File: config.mk
export PLATFORM = sky130hd
export DESIGN_NAME = cyclic_decoder_7_4_flat
export DESIGN_NICKNAME = d
export VERILOG_FILES = /design/src/rtl/cyclic_decoder_7_4_if.sv /design/src/rtl/cyclic_decoder_7_4.sv /design/src/flat_wrapper.sv
export SDC_FILE = /design/constraint.sdc
export NUM_CORES = 1
export LEC_CHECK = 0
export BUFFER_PORTS_ARGS = -buffer_cell sky130_fd_sc_hd__buf_2
export CAP_MARGIN = 20
export CORE_MARGIN = 2
export CORE_UTILIZATION = 37
export CTS_CLUSTER_DIAMETER = 120
export CTS_CLUSTER_SIZE = 12
export DETAILED_ROUTE_END_ITERATION = 8
export PLACE_DENSITY_LB_ADDON = 0.3
export SETUP_SLACK_MARGIN = 0.1
export SYNTH_ARGS = -nofsm -noshare
export SYNTH_HDL_FRONTEND = slang
export SYNTH_SLANG_ARGS = --single-unit
File: constraint.sdc
create_clock -name clk -period 2.1 [get_ports clk]
set_clock_uncertainty 0.05 [all_clocks]
set_input_delay 0.21 -clock clk [delete_from_list [all_inputs] [get_ports clk]]
set_output_delay 0.21 -clock clk [all_outputs]
set_load 0.05 [all_outputs]
File: src/rtl/cyclic_decoder_7_4_if.sv
// Signal bundle for the serial (7,4) cyclic decoder: bit stream in, decoded result and status out.
interface cyclic_decoder_7_4_if;
    // Flow control is valid-only: a bit is taken on every rising edge where in_valid=1
    // and sync_clr=0; the decoder never back-pressures. out_valid is a single-cycle strobe.
    logic       in_valid;
    logic       in_bit;
    logic       sync_clr;
    logic [3:0] data_out;
    logic       out_valid;
    logic [2:0] syndrome;
    logic       corrected;
    logic [2:0] err_pos;
    logic [2:0] bit_cnt;
    logic [7:0] err_count;

    modport master (
        output in_valid, in_bit, sync_clr,
        input  data_out, out_valid, syndrome, corrected, err_pos, bit_cnt, err_count
    );

    modport slave (
        input  in_valid, in_bit, sync_clr,
        output data_out, out_valid, syndrome, corrected, err_pos, bit_cnt, err_count
    );
endinterface

File: src/rtl/cyclic_decoder_7_4.sv
// Serial single-error-correcting decoder for the (7,4) cyclic code g(x) = 1 + x + x^3.
// Syndrome is built by an LFSR divider; one bit is flipped by syndrome lookup.
module cyclic_decoder_7_4 (
    input  logic                  clk,
    input  logic                  rst,
    cyclic_decoder_7_4_if.slave   bus
);

    logic [2:0] bit_cnt_q,   bit_cnt_d;
    logic [2:0] lfsr_q,      lfsr_d;
    logic [6:0] r_q,         r_d;
    logic [3:0] data_q,      data_d;
    logic       out_valid_q, out_valid_d;
    logic [2:0] syn_q,       syn_d;
    logic       corr_q,      corr_d;
    logic [2:0] pos_q,       pos_d;
    logic [7:0] err_cnt_q,   err_cnt_d;

    logic       accept;
    logic       last_bit;
    logic       fb;
    logic [2:0] lfsr_step;
    logic [6:0] r_step;
    logic [2:0] pos_lookup;
    logic [6:0] flip_mask;
    logic [6:0] r_fixed;

    // Syndrome of the complete word is the LFSR state after the 7th bit is folded in.
    always_comb begin
        accept    = bus.in_valid & ~bus.sync_clr;
        last_bit  = accept && (bit_cnt_q == 3'd6);
        fb        = lfsr_q[2];
        lfsr_step = {lfsr_q[1], lfsr_q[0] ^ fb, bus.in_bit ^ fb};
        r_step    = {r_q[5:0], bus.in_bit};
    end

    // Syndrome equals x^i mod g(x) for a single error at position i.
    always_comb begin
        pos_lookup = 3'd0;
        flip_mask  = 7'b0000000;
        case (lfsr_step)
            3'b001:  begin pos_lookup = 3'd0; flip_mask = 7'b0000001; end
            3'b010:  begin pos_lookup = 3'd1; flip_mask = 7'b0000010; end
            3'b100:  begin pos_lookup = 3'd2; flip_mask = 7'b0000100; end
            3'b011:  begin pos_lookup = 3'd3; flip_mask = 7'b0001000; end
            3'b110:  begin pos_lookup = 3'd4; flip_mask = 7'b0010000; end
            3'b111:  begin pos_lookup = 3'd5; flip_mask = 7'b0100000; end
            3'b101:  begin pos_lookup = 3'd6; flip_mask = 7'b1000000; end
            default: begin pos_lookup = 3'd0; flip_mask = 7'b0000000; end
        endcase
        r_fixed = r_step ^ flip_mask;
    end

    always_comb begin
        bit_cnt_d   = bit_cnt_q;
        lfsr_d      = lfsr_q;
        r_d         = r_q;
        data_d      = data_q;
        out_valid_d = 1'b0;
        syn_d       = syn_q;
        corr_d      = corr_q;
        pos_d       = pos_q;
        err_cnt_d   = err_cnt_q;

        if (bus.sync_clr) begin
            bit_cnt_d = 3'd0;
            lfsr_d    = 3'd0;
            r_d       = 7'd0;
        end else if (accept) begin
            if (last_bit) begin
                // Clearing here lets a bit on the strobe cycle start the next word from 000.
                bit_cnt_d   = 3'd0;
                lfsr_d      = 3'd0;
                r_d         = 7'd0;
                out_valid_d = 1'b1;
                data_d      = r_fixed[6:3];
                syn_d       = lfsr_step;
                corr_d      = (lfsr_step != 3'd0);
                pos_d       = pos_lookup;
                if ((lfsr_step != 3'd0) && (err_cnt_q != 8'hFF)) begin
                    err_cnt_d = err_cnt_q + 8'd1;
                end
            end else begin
                bit_cnt_d = bit_cnt_q + 3'd1;
                lfsr_d    = lfsr_step;
                r_d       = r_step;
            end
        end
    end

    always_ff @(posedge clk or posedge rst) begin
        if (rst) begin
            bit_cnt_q   <= 3'd0;
            lfsr_q      <= 3'd0;
            r_q         <= 7'd0;
            data_q      <= 4'd0;
            out_valid_q <= 1'b0;
            syn_q       <= 3'd0;
            corr_q      <= 1'b0;
            pos_q       <= 3'd0;
            err_cnt_q   <= 8'd0;
        end else begin
            bit_cnt_q   <= bit_cnt_d;
            lfsr_q      <= lfsr_d;
            r_q         <= r_d;
            data_q      <= data_d;
            out_valid_q <= out_valid_d;
            syn_q       <= syn_d;
            corr_q      <= corr_d;
            pos_q       <= pos_d;
            err_cnt_q   <= err_cnt_d;
        end
    end

    assign bus.data_out  = data_q;
    assign bus.out_valid = out_valid_q;
    assign bus.syndrome  = syn_q;
    assign bus.corrected = corr_q;
    assign bus.err_pos   = pos_q;
    assign bus.bit_cnt   = bit_cnt_q;
    assign bus.err_count = err_cnt_q;

endmodule

File: src/flat_wrapper.sv
// flat-port wrapper written by rule: the top's interface ports become plain ports
module cyclic_decoder_7_4_flat 
  (clk, rst, bus_in_valid, bus_in_bit, bus_sync_clr, bus_data_out, bus_out_valid, bus_syndrome, bus_corrected, bus_err_pos, bus_bit_cnt, bus_err_count);
  cyclic_decoder_7_4_if bus_i ();
  input  logic clk;
  input  logic rst;
  input wire logic [$bits(bus_i.in_valid)-1:0] bus_in_valid;
  input wire logic [$bits(bus_i.in_bit)-1:0] bus_in_bit;
  input wire logic [$bits(bus_i.sync_clr)-1:0] bus_sync_clr;
  output wire logic [$bits(bus_i.data_out)-1:0] bus_data_out;
  output wire logic [$bits(bus_i.out_valid)-1:0] bus_out_valid;
  output wire logic [$bits(bus_i.syndrome)-1:0] bus_syndrome;
  output wire logic [$bits(bus_i.corrected)-1:0] bus_corrected;
  output wire logic [$bits(bus_i.err_pos)-1:0] bus_err_pos;
  output wire logic [$bits(bus_i.bit_cnt)-1:0] bus_bit_cnt;
  output wire logic [$bits(bus_i.err_count)-1:0] bus_err_count;
  assign bus_i.in_valid = bus_in_valid;
  assign bus_i.in_bit = bus_in_bit;
  assign bus_i.sync_clr = bus_sync_clr;
  assign bus_data_out = bus_i.data_out;
  assign bus_out_valid = bus_i.out_valid;
  assign bus_syndrome = bus_i.syndrome;
  assign bus_corrected = bus_i.corrected;
  assign bus_err_pos = bus_i.err_pos;
  assign bus_bit_cnt = bus_i.bit_cnt;
  assign bus_err_count = bus_i.err_count;
  cyclic_decoder_7_4 u_core (.clk(clk), .rst(rst), .bus(bus_i));
endmodule
# Word-level counts from Yosys, hierarchy flattened
# Cells that the tools add are included.
[word_totals]
regBits = 32
in_bits = 5
out_inout_bits = 23
wordCells = 45
[classes]
addsub = 2
eq_ne = 9
muxes = 14
bitwise = 5
n_reduce_logical = 6
[ops]
columns = ["cell", "count"]
rows = [
  ["$pmux 7 s7", 1],
  ["$mux 3", 6],
  ["$mux 6", 3],
  ["$pmux 3 s6", 1],
  ["$eq 3x3->1 const B", 5],
  ["$add 8x1->8 const B", 1],
  ["$ne 8x8->1 const B", 1],
  ["$xor 7x7->7", 1],
  ["$eq 3x2->1 const B", 2],
  ["$reduce_and 4->1", 1],
  ["$add 3x1->3 const B", 1],
  ["$eq 3x1->1 const B", 1],
  ["$mux 1", 3],
  ["$reduce_and 3->1", 1],
  ["$reduce_bool 3->1", 1],
  ["$logic_and 1x1->1", 2],
  ["$reduce_bool 2->1", 1],
  ["$xor 1x1->1", 2],
  ["$and 1x1->1", 1],
  ["$not 1->1", 1],
]

# Depth between registers and ports, before layout
# Gate-level depths: netlist of the first run.
[logic_depth]
ltp_word = 6
mapped_depth = 7
mapped_depth_nobuf = 7

# Worst setup path before layout of the first run
# No wires, ideal clock.
[synth_path]
path_kind = "flip-flop to flip-flop"
start = "register u_core.err_cnt_q[0] (netlist: u_core.bus.err_count[0])"
end = "register u_core.err_cnt_q[1] (netlist: u_core.bus.err_count[1])"
setup_time_ns = 0.125
t_arrival_ns = 1.762
required_ns = 1.925
setup_slack_ns = 0.163
stages_incl_launch_ff = 6
path_buffers = 0
synth_period_minus_slack_ns = 1.937
path_cell_list = "dfrtp_1 ha_1 nand3_1 nor2_1 nor2_4 mux2_4"
[synth_between]
elab_chain_cells = 3
elab_cells_between_ends = 4
classes_between = "add/sub: 1; eq/ne: 1; reduce/logical: 2"
[synth_rtl]
columns = ["element", "line", "text"]
rows = [
  ["from (decl)", "cyclic_decoder_7_4.sv:17", "logic [7:0] err_cnt_q, err_cnt_d;"],
  ["from (signal assigned)", "cyclic_decoder_7_4.sv:111", "err_cnt_q <= err_cnt_d;"],
  ["parallel branches: the longest is 3 deep, another holds $add 8x1->8", "n/a", ""],
]
# Parallel ways; which one is timed is not known.
# A chain may end at the register's enable or synchronous reset.

# Final worst setup path of the first run
[layout_path]
start = "register u_core.bit_cnt_q[0] (netlist: u_core.bus.bit_cnt[0])"
end = "register u_core.err_cnt_q[1] (netlist: u_core.bus.err_count[1])"
[layout_between]
elab_chain_cells = 3
[layout_rtl]
columns = ["element", "line", "text"]
rows = [
  ["from (decl)", "cyclic_decoder_7_4.sv:9", "logic [2:0] bit_cnt_q, bit_cnt_d;"],
  ["from (signal assigned)", "cyclic_decoder_7_4.sv:103", "bit_cnt_q <= bit_cnt_d;"],
  ["$eq 3x3->1", "cyclic_decoder_7_4.sv:31", "last_bit = accept && (bit_cnt_q == 3'd6);"],
  ["$logic_and 1x1->1", "cyclic_decoder_7_4.sv:31", ""],
  ["$reduce_and 4->1 (no source line)", "n/a", ""],
]
# No other way between the ends.

==> impl_metrics.py, run 1 <==
metrics = {
    "global_routing": {
        "top_usage_layer": "met2",
        "grt_use_met3": 0.0596,
        "antenna_found_initial": 0,
        "grt_max_degree": 33,
        "grt_pass1_vias": 994,
        "grt.met1_usage": 0.182,
        "use_met2": 0.204,
        "globalRouteOverflowTotal": 0,
        "grt_pass1_wl_mm": 4.60,
        "grt_usage": 0.142,
    },
    "synthesis": {
        "synth_cell_types": 30,
        "ys_seq_area_frac": 0.557,
        "synthFlopType": "dfrtp_1",
        "ys_ff_latch": 32,
        "syn-instance-count": 132,
        "synth.largest_area_cell": "dfrtp_1",
        "synth_edf_count": 0,
        "async_flop_share": 1.00,
        "yosys_warnings": 0,
        "syn-num-nets": 140,
        "synth_area_leaders": "dfrtp_1, nand2_1, xor2_1, o21ai_0, a22o_1",
        "synth_top_area_frac": 0.557,
        "netlist_area_um2": 1440,
        "syn_avg_cell_area_um2": 10.9,
    },
    "cells_and_area": {
        "instances_no_fill": 213,
        "nets": 172,
        "final_cell_mix": "dfrtp_1, buf_2, nand2_1, o21ai_0, xor2_1",
        "syn2layout_area_growth_pct": 21.2,
        "final_common_cell": "dfrtp_1",
        "drive_above_1_share": 0.261,
        "final_util": 0.473,
        "antenna_cells": 0,
    },
    "clock_network": {
        "cts.sinks": 32,
        "clockBufferDepth": 2,
        "htreeDepth": 2,
        "clk_pin_slew_ns": 0.07,
        "cts_buffers": 5,
        "cts-root-buf": "clkbuf_8",
        "cts_tree": "built",
        "ctsResizeCount": 0,
        "clk_latency_ns": 0.28,
    },
    "floorplanning": {
        "initial_core_util": 0.390,
        "design.core.area_um2": 3690,
        "ios": 28,
        "die_x_um": 66.4,
        "die_h_um": 66.4,
        "rows": 22,
        "dieArea_um2": 4400,
    },
    "setup_path": {
        "cpMostUsedCell": "inv_1",
        "arrival_ns": 1.82,
        "crit_path_max_incr_delay_ns": 0.42,
        "crit_chain": "inv_1 > ha_1 > nand4b_1 > inv_1 > nand3_4 > nor2_4 > mux2_4",
        "crit_fanout": 7,
        "reg2reg_from": "u_core.bus.bit_cnt[0]",
        "r2r_setup_slack_ns": 0.39,
        "cp.required_ns": 2.22,
        "start_kind": "flip-flop",
        "r2r_end": "u_core.bus.err_count[1]",
        "cp-end-kind": "flip-flop",
        "cpMaxStageDelayCell": "dfrtp_1",
        "reg2regPathDepth": 7,
        "crit_type": "flip-flop to flip-flop",
    },
    "sta": {
        "slew_violations": 0,
        "fin_tns_setup_ns": 0,
        "period_minus_slack_ns": 1.71,
        "fmaxAchievable_ghz": 0.586,
        "min_period_over_period": 0.812,
        "slew_headroom": 0.536,
        "setup_violations": 0,
        "hold_viol": 0,
        "tightest_slew_ns": 0.694,
        "rsz0062_at_grt": "false",
        "whs_ns": 0.0993,
    },
    "min_path": {
        "holdPathEnd": "u_core.bus.bit_cnt[2]",
        "worstHoldStart": "bus_sync_clr",
        "hp-class": "input port to flip-flop",
        "hold_depth": 2,
    },
    "run_status": {
        "status": "finished clean",
    },
    "drt": {
        "wirelength_mm": 2.61,
        "first_pass_iters": 4,
        "vias_per_cell": 4.90,
        "drtIter0Drc": 79,
        "vias": 1044,
        "final_antenna_net_count": 0,
        "drc": 0,
        "avgRoutedWirePerCell_um": 12.3,
    },
    "placed_design": {
        "io_buffers": 27,
        "post-place-cells": 204,
        "hpwl_mm": 1.89,
        "place_congestion": 0.770,
    },
    "pwr": {
        "vdd_drop_max_v": 0.000334,
        "p_leak_uw": 0.000901,
        "p_per_area_nw_per_um2": 740,
    },
    "job": {
        "max_cap_violations": 0,
    },
}
-- where the power goes --
part	internal, uW	switching, uW	leakage [uW]
logic	25.8	57.3	0.000402
clock network	352	221	0.0000552
registers	625	8.94	0.000444
total	1000	287	0.000901
-- routing by layer --
layer  vias to the layer above  share of wire
met5                         -              0
li1                        531              -
met4                         0          0.019
met1                       486           0.50
met2                        20           0.42
met3                         7          0.057
-- layout make-up --
| type | count | area (um^2) |
|---|---|---|
| Timing Repair Buffer | 31 | 168 |
| Sequential cell | 32 | 801 |
| Clock buffer | 6 | 72.6 |
| Fill cell | 359 | 1940 |
| Clock inverter | 2 | 35.0 |
| Multi-Input combinational cell | 91 | 597 |
| Inverter | 3 | 11.3 |
| Tap cell | 48 | 60.1 |
-- worst max-delay path, delay by kind of cell (launching register included) --
kind / cells / cell delay (ns)
DFF: 1 / 0.42
muxes: 1 / 0.30
and+or+nand+nor: 3 / 0.40
adders and majority gates: 1 / 0.18
buffers and inverters: 2 / 0.24
-- through the flow --
step	instance area [um^2]	setup slack, ns	total power [uW]
after floorplan	1440	0.163	704
after CTS	1740	0.376	1310
after detailed placement	1630	0.394	728
after global routing	1740	0.179	1350
after global placement	1630	0.450	726
final	1740	0.395	1290
-- state kept, by name (all words and copies together) (netlist names) --
name	flops
u_core.bus.bit_cnt	3
u_core.bus.corrected	1
u_core.bus.data_out	4
u_core.bus.err_count	8
u_core.bus.err_pos	3
u_core.bus.out_valid	1
u_core.bus.syndrome	3
u_core.lfsr_q	3
u_core.r_q	6
-- synthesized netlist by cell type, types with 2 or more instances --
master / number
dfrtp_1: 32
nand2_1: 21
o21ai_0: 13
xor2_1: 8
a22o_1: 6
clkbuf_1: 5
nand3_1: 5
nor2_1: 4
xnor2_1: 4
ha_1: 3
inv_1: 3
nand3b_1: 3
nand4b_1: 3
nor3_1: 3
nor4_1: 3
a21oi_1: 2
-- how the worst max path moves through the flow --
stage                     slack, ns                       to  cells past startpoint                    start
after global routing           0.18  u_core.bus.err_count[6]                      7    u_core.bus.bit_cnt[0]
after CTS                      0.38  u_core.bus.err_count[6]                      7    u_core.bus.bit_cnt[0]
after floorplan                0.16  u_core.bus.err_count[1]                      5  u_core.bus.err_count[0]
after detailed placement       0.39  u_core.bus.err_count[6]                      7    u_core.bus.bit_cnt[0]
final                          0.39  u_core.bus.err_count[1]                      7    u_core.bus.bit_cnt[0]
after global placement         0.45  u_core.bus.err_count[1]                      4         u_core.lfsr_q[0]
-- timing repair --
action,CTS,global route
hold buffers,1,0
setup endpoints to repair,0,0
buffers inserted,0,0
endpoints found under the hold margin,32,0
-- kinds of logic (layout without fill, tap and decap cells) --
logic type                 count (synthesis)  in the layout  share of synthesized area
AOI/OAI and AO/OA                         26             26                      0.117
xor gates and xnor gates                  12             12                     0.0730
adders and majority gates                  3              3                     0.0261
buffers and inverters                      9             42                     0.0287
DFF                                       32             32                      0.557
muxes                                      1              1                     0.0104
and+or+nand+nor                           49             49                      0.189
No activity file was read; power rests on OpenSTA's default activity.
==> run 2, diff against run 1 <==
--- a/config.mk
+++ b/config.mk
@@ -5,6 +5,7 @@
 export SDC_FILE = /design/constraint.sdc
 export NUM_CORES = 1
 export LEC_CHECK = 0
+export ABC_AREA = 1
 export BUFFER_PORTS_ARGS = -buffer_cell sky130_fd_sc_hd__buf_2
 export CAP_MARGIN = 20
 export CORE_MARGIN = 2
==> constraint.sdc (replaced) <==
create_clock -name clk -period 1.6 [get_ports clk]
set_clock_uncertainty 0.05 [all_clocks]
set_input_delay 0.16 -clock clk [delete_from_list [all_inputs] [get_ports clk]]
set_output_delay 0.16 -clock clk [all_outputs]
set_load 0.05 [all_outputs]
==> run 2 against run 1 <==
Against the previous run: critical path type unchanged; fmax rose by 14%; area after synthesis up 9.4%; sequential power grew 33%; die area rose by 8.8%; clock power grew 14%; flip-flop and latch count did not move.
==> impl_metrics.py, run 2 <==
metrics = {
    "run_status": {
        "status": "finished clean",
    },
    "global_routing": {
        "grt_usage": 0.145,
        "globalRouteOverflowTotal": 0,
        "grt_max_degree": 33,
        "grt_pass1_wl_mm": 5.47,
        "antenna_found_initial": 0,
        "grt_pass1_vias": 1195,
    },
    "placed_design": {
        "place_congestion": 0.815,
        "io_buffers": 27,
        "post-place-cells": 265,
        "hpwl_mm": 2.26,
        "placed_area_um2": 1800,
    },
    "floorplanning": {
        "design.core.area_um2": 4060,
        "initial_core_util": 0.388,
        "die_x_um": 69.2,
        "die_h_um": 69.2,
        "ios": 28,
        "dieArea_um2": 4790,
        "rows": 23,
    },
    "clock_network": {
        "clk_pin_slew_ns": 0.07,
        "cts.sinks": 32,
        "clk_latency_ns": 0.28,
        "cts_buffers": 5,
        "cts-root-buf": "clkbuf_8",
        "cts_tree": "built",
        "htreeDepth": 2,
        "clockBufferDepth": 2,
    },
    "drt": {
        "vias": 1313,
        "final_antenna_net_count": 0,
        "drtIter0Drc": 80,
        "first_pass_iters": 4,
        "wirelength_mm": 3.27,
        "drc": 0,
        "avgRoutedWirePerCell_um": 11.8,
        "vias_per_cell": 4.74,
    },
    "cells_and_area": {
        "drive_above_1_share": 0.300,
        "largest_reg_flops": 8,
        "design_area_um2": 1970,
        "nets": 234,
        "antenna_cells": 0,
        "fillers": 392,
        "final_common_cell": "nand2_1",
        "instances_no_fill": 277,
        "multi_input_area_um2": 736,
        "regArea_um2": 806,
        "syn2layout_area_growth_pct": 25.2,
        "final_cell_mix": "nand2_1, dfrtp_1, buf_2, nand3_1, inv_1",
    },
    "sta": {
        "period_minus_slack_ns": 1.49,
        "slew_violations": 0,
        "setup_violations": 0,
        "tightest_slew_ns": 0.404,
        "min_period_over_period": 0.931,
        "rsz0062_at_grt": "true",
        "fin_tns_setup_ns": 0,
        "hold_viol": 0,
        "slew_headroom": 0.731,
        "fmaxAchievable_ghz": 0.671,
    },
    "synthesis": {
        "synth.largest_area_cell": "dfrtp_1",
        "syn-num-nets": 195,
        "syn_avg_cell_area_um2": 8.42,
        "synthTopCellsByCount": "nand2_1, dfrtp_1, nand3_1",
        "synth_edf_count": 0,
        "syn-instance-count": 187,
        "yosys_warnings": 0,
        "async_flop_share": 1.00,
        "synthFlopType": "dfrtp_1",
        "synth_area_leaders": "dfrtp_1, nand2_1, nand3_1, inv_1, o22ai_1",
        "ys_ff_latch": 32,
        "synth_cell_types": 24,
        "ys_seq_area_frac": 0.509,
        "synth_top_area_frac": 0.509,
        "yosysMostFrequentCell": "nand2_1",
        "netlist_area_um2": 1570,
    },
    "setup_path": {
        "crit_chain": "inv_2 > ha_4 > nand2_4 > nor2_4 > buf_6 > nand3_4 > nand2_2 > nand2_2",
        "cpMostUsedCell": "nand2_2",
        "r2r_setup_slack_ns": 0.11,
        "cp_top_family": "simple AND/OR/NAND/NOR gates",
        "cp-end-kind": "flip-flop",
        "crit_type": "flip-flop to flip-flop",
        "cp_num_buf_inv": 2,
        "arrival_ns": 1.62,
        "start_kind": "flip-flop",
        "crit_path_max_incr_delay_ns": 0.43,
        "cp.required_ns": 1.73,
        "cpMaxStageDelayCell": "dfrtp_2",
        "crit_fanout": 8,
    },
    "pwr": {
        "p_sw_frac": 0.267,
        "pwr-share-clk": 0.391,
        "p_leak_uw": 0.00104,
        "power_frac_comb": 0.103,
        "seqPwrFrac": 0.506,
        "switching_power_uw": 445,
        "p_int_uw": 1220,
        "p_per_area_nw_per_um2": 847,
        "vdd_drop_max_v": 0.000392,
    },
    "min_path": {
        "hp-class": "input port to flip-flop",
    },
    "job": {
        "max_cap_violations": 0,
    },
}
[run 2: changes by cell type in the layout (fill, tap and decap cells not counted), moves of 4 or more]
cell and change:
nand3_1 +15, xor2_1 -5, nand2_1 +39, inv_1 +11, a22o_1 -6, dfrtp_2 +4
o22ai_1 +8, o21ai_0 -7, inv_2 +4, nand2_2 +8, dfrtp_1 -4
[run 2: kinds of logic (layout without fill, tap and decap cells)]
| logic type | Yosys count | in the layout | share of synthesized area |
|---|---|---|---|
| fa+ha+maj | 3 | 3 | 0.0238 |
| compound gates | 19 | 19 | 0.0763 |
| buf+inv | 22 | 62 | 0.0588 |
| xor+xnor | 4 | 4 | 0.0223 |
| simple gates | 107 | 107 | 0.310 |
| flops | 32 | 32 | 0.509 |
[run 2: worst paths after layout]
| check | start | endpoint | cells past startpoint |
|---|---|---|---|
| hold / removal | bus_in_bit | u_core.r_q[0] | 3 |
| min in group asynchronous | rst | u_core.bus.bit_cnt[2] | 4 |
| setup / recovery | u_core.bus.bit_cnt[0] | u_core.bus.err_count[4] | 8 |
| setup reg to reg | u_core.bus.bit_cnt[0] | u_core.bus.err_count[4] | 8 |
| hold reg to reg | u_core.bus.syndrome[1] | u_core.bus.syndrome[1] | 2 |
| max in group asynchronous | rst | u_core.bus.bit_cnt[1] | 4 |
[run 2: timing repair]
item,CTS,global route
endpoints found under the setup margin,0,19
hold endpoints to repair,32,0
hold buffers,1,0
gates resized for setup,0,14
setup buffers,0,2
[run 2: metal layers]
layer	global-route usage	vias to the layer above	part of all wire
met3	0.0363	7	0.033
li1	-	688	-
met5	0	-	0
met2	0.206	22	0.43
met1	0.198	596	0.51
met4	0.0850	0	0.026
[run 2: stage by stage]
step / hold WS [ns] / utilization / power (uW) / worst slack [ns]
5_1_grt: 0.195 / 0.486 / 1730 / 0.0302
3_5_place_dp: 0.222 / 0.444 / 1030 / 0.150
6_report: 0.143 / 0.486 / 1670 / 0.111
3_3_place_gp: 0.222 / 0.444 / 1030 / 0.191
2_1_floorplan: 0.226 / - / 979 / 0.0821
4_1_cts: 0.141 / 0.469 / 1680 / 0.138
[run 2: power by group through the flow]
stage	clock network (uW)	registers (uW)	logic, uW
after floorplan	0	907	72.3
after global placement	0	858	168
after detailed placement	0	859	169
after CTS	661	844	171
after global routing	687	848	192
final	652	845	172
[run 2: layout make-up]
class                   count  area share
flip-flops and latches     32       0.409
repair buffers             34      0.0984
repair inverters            1     0.00381
multi-input cells         133       0.373
inverters                  19      0.0381
well taps                  50      0.0317
clock buffers               8      0.0457
[run 2: worst min-delay path: cells and delay by family]
kind                   cells  cell delay [ns]
AOI/OAI and AO/OA          1             0.08
buffers and inverters      2             0.19
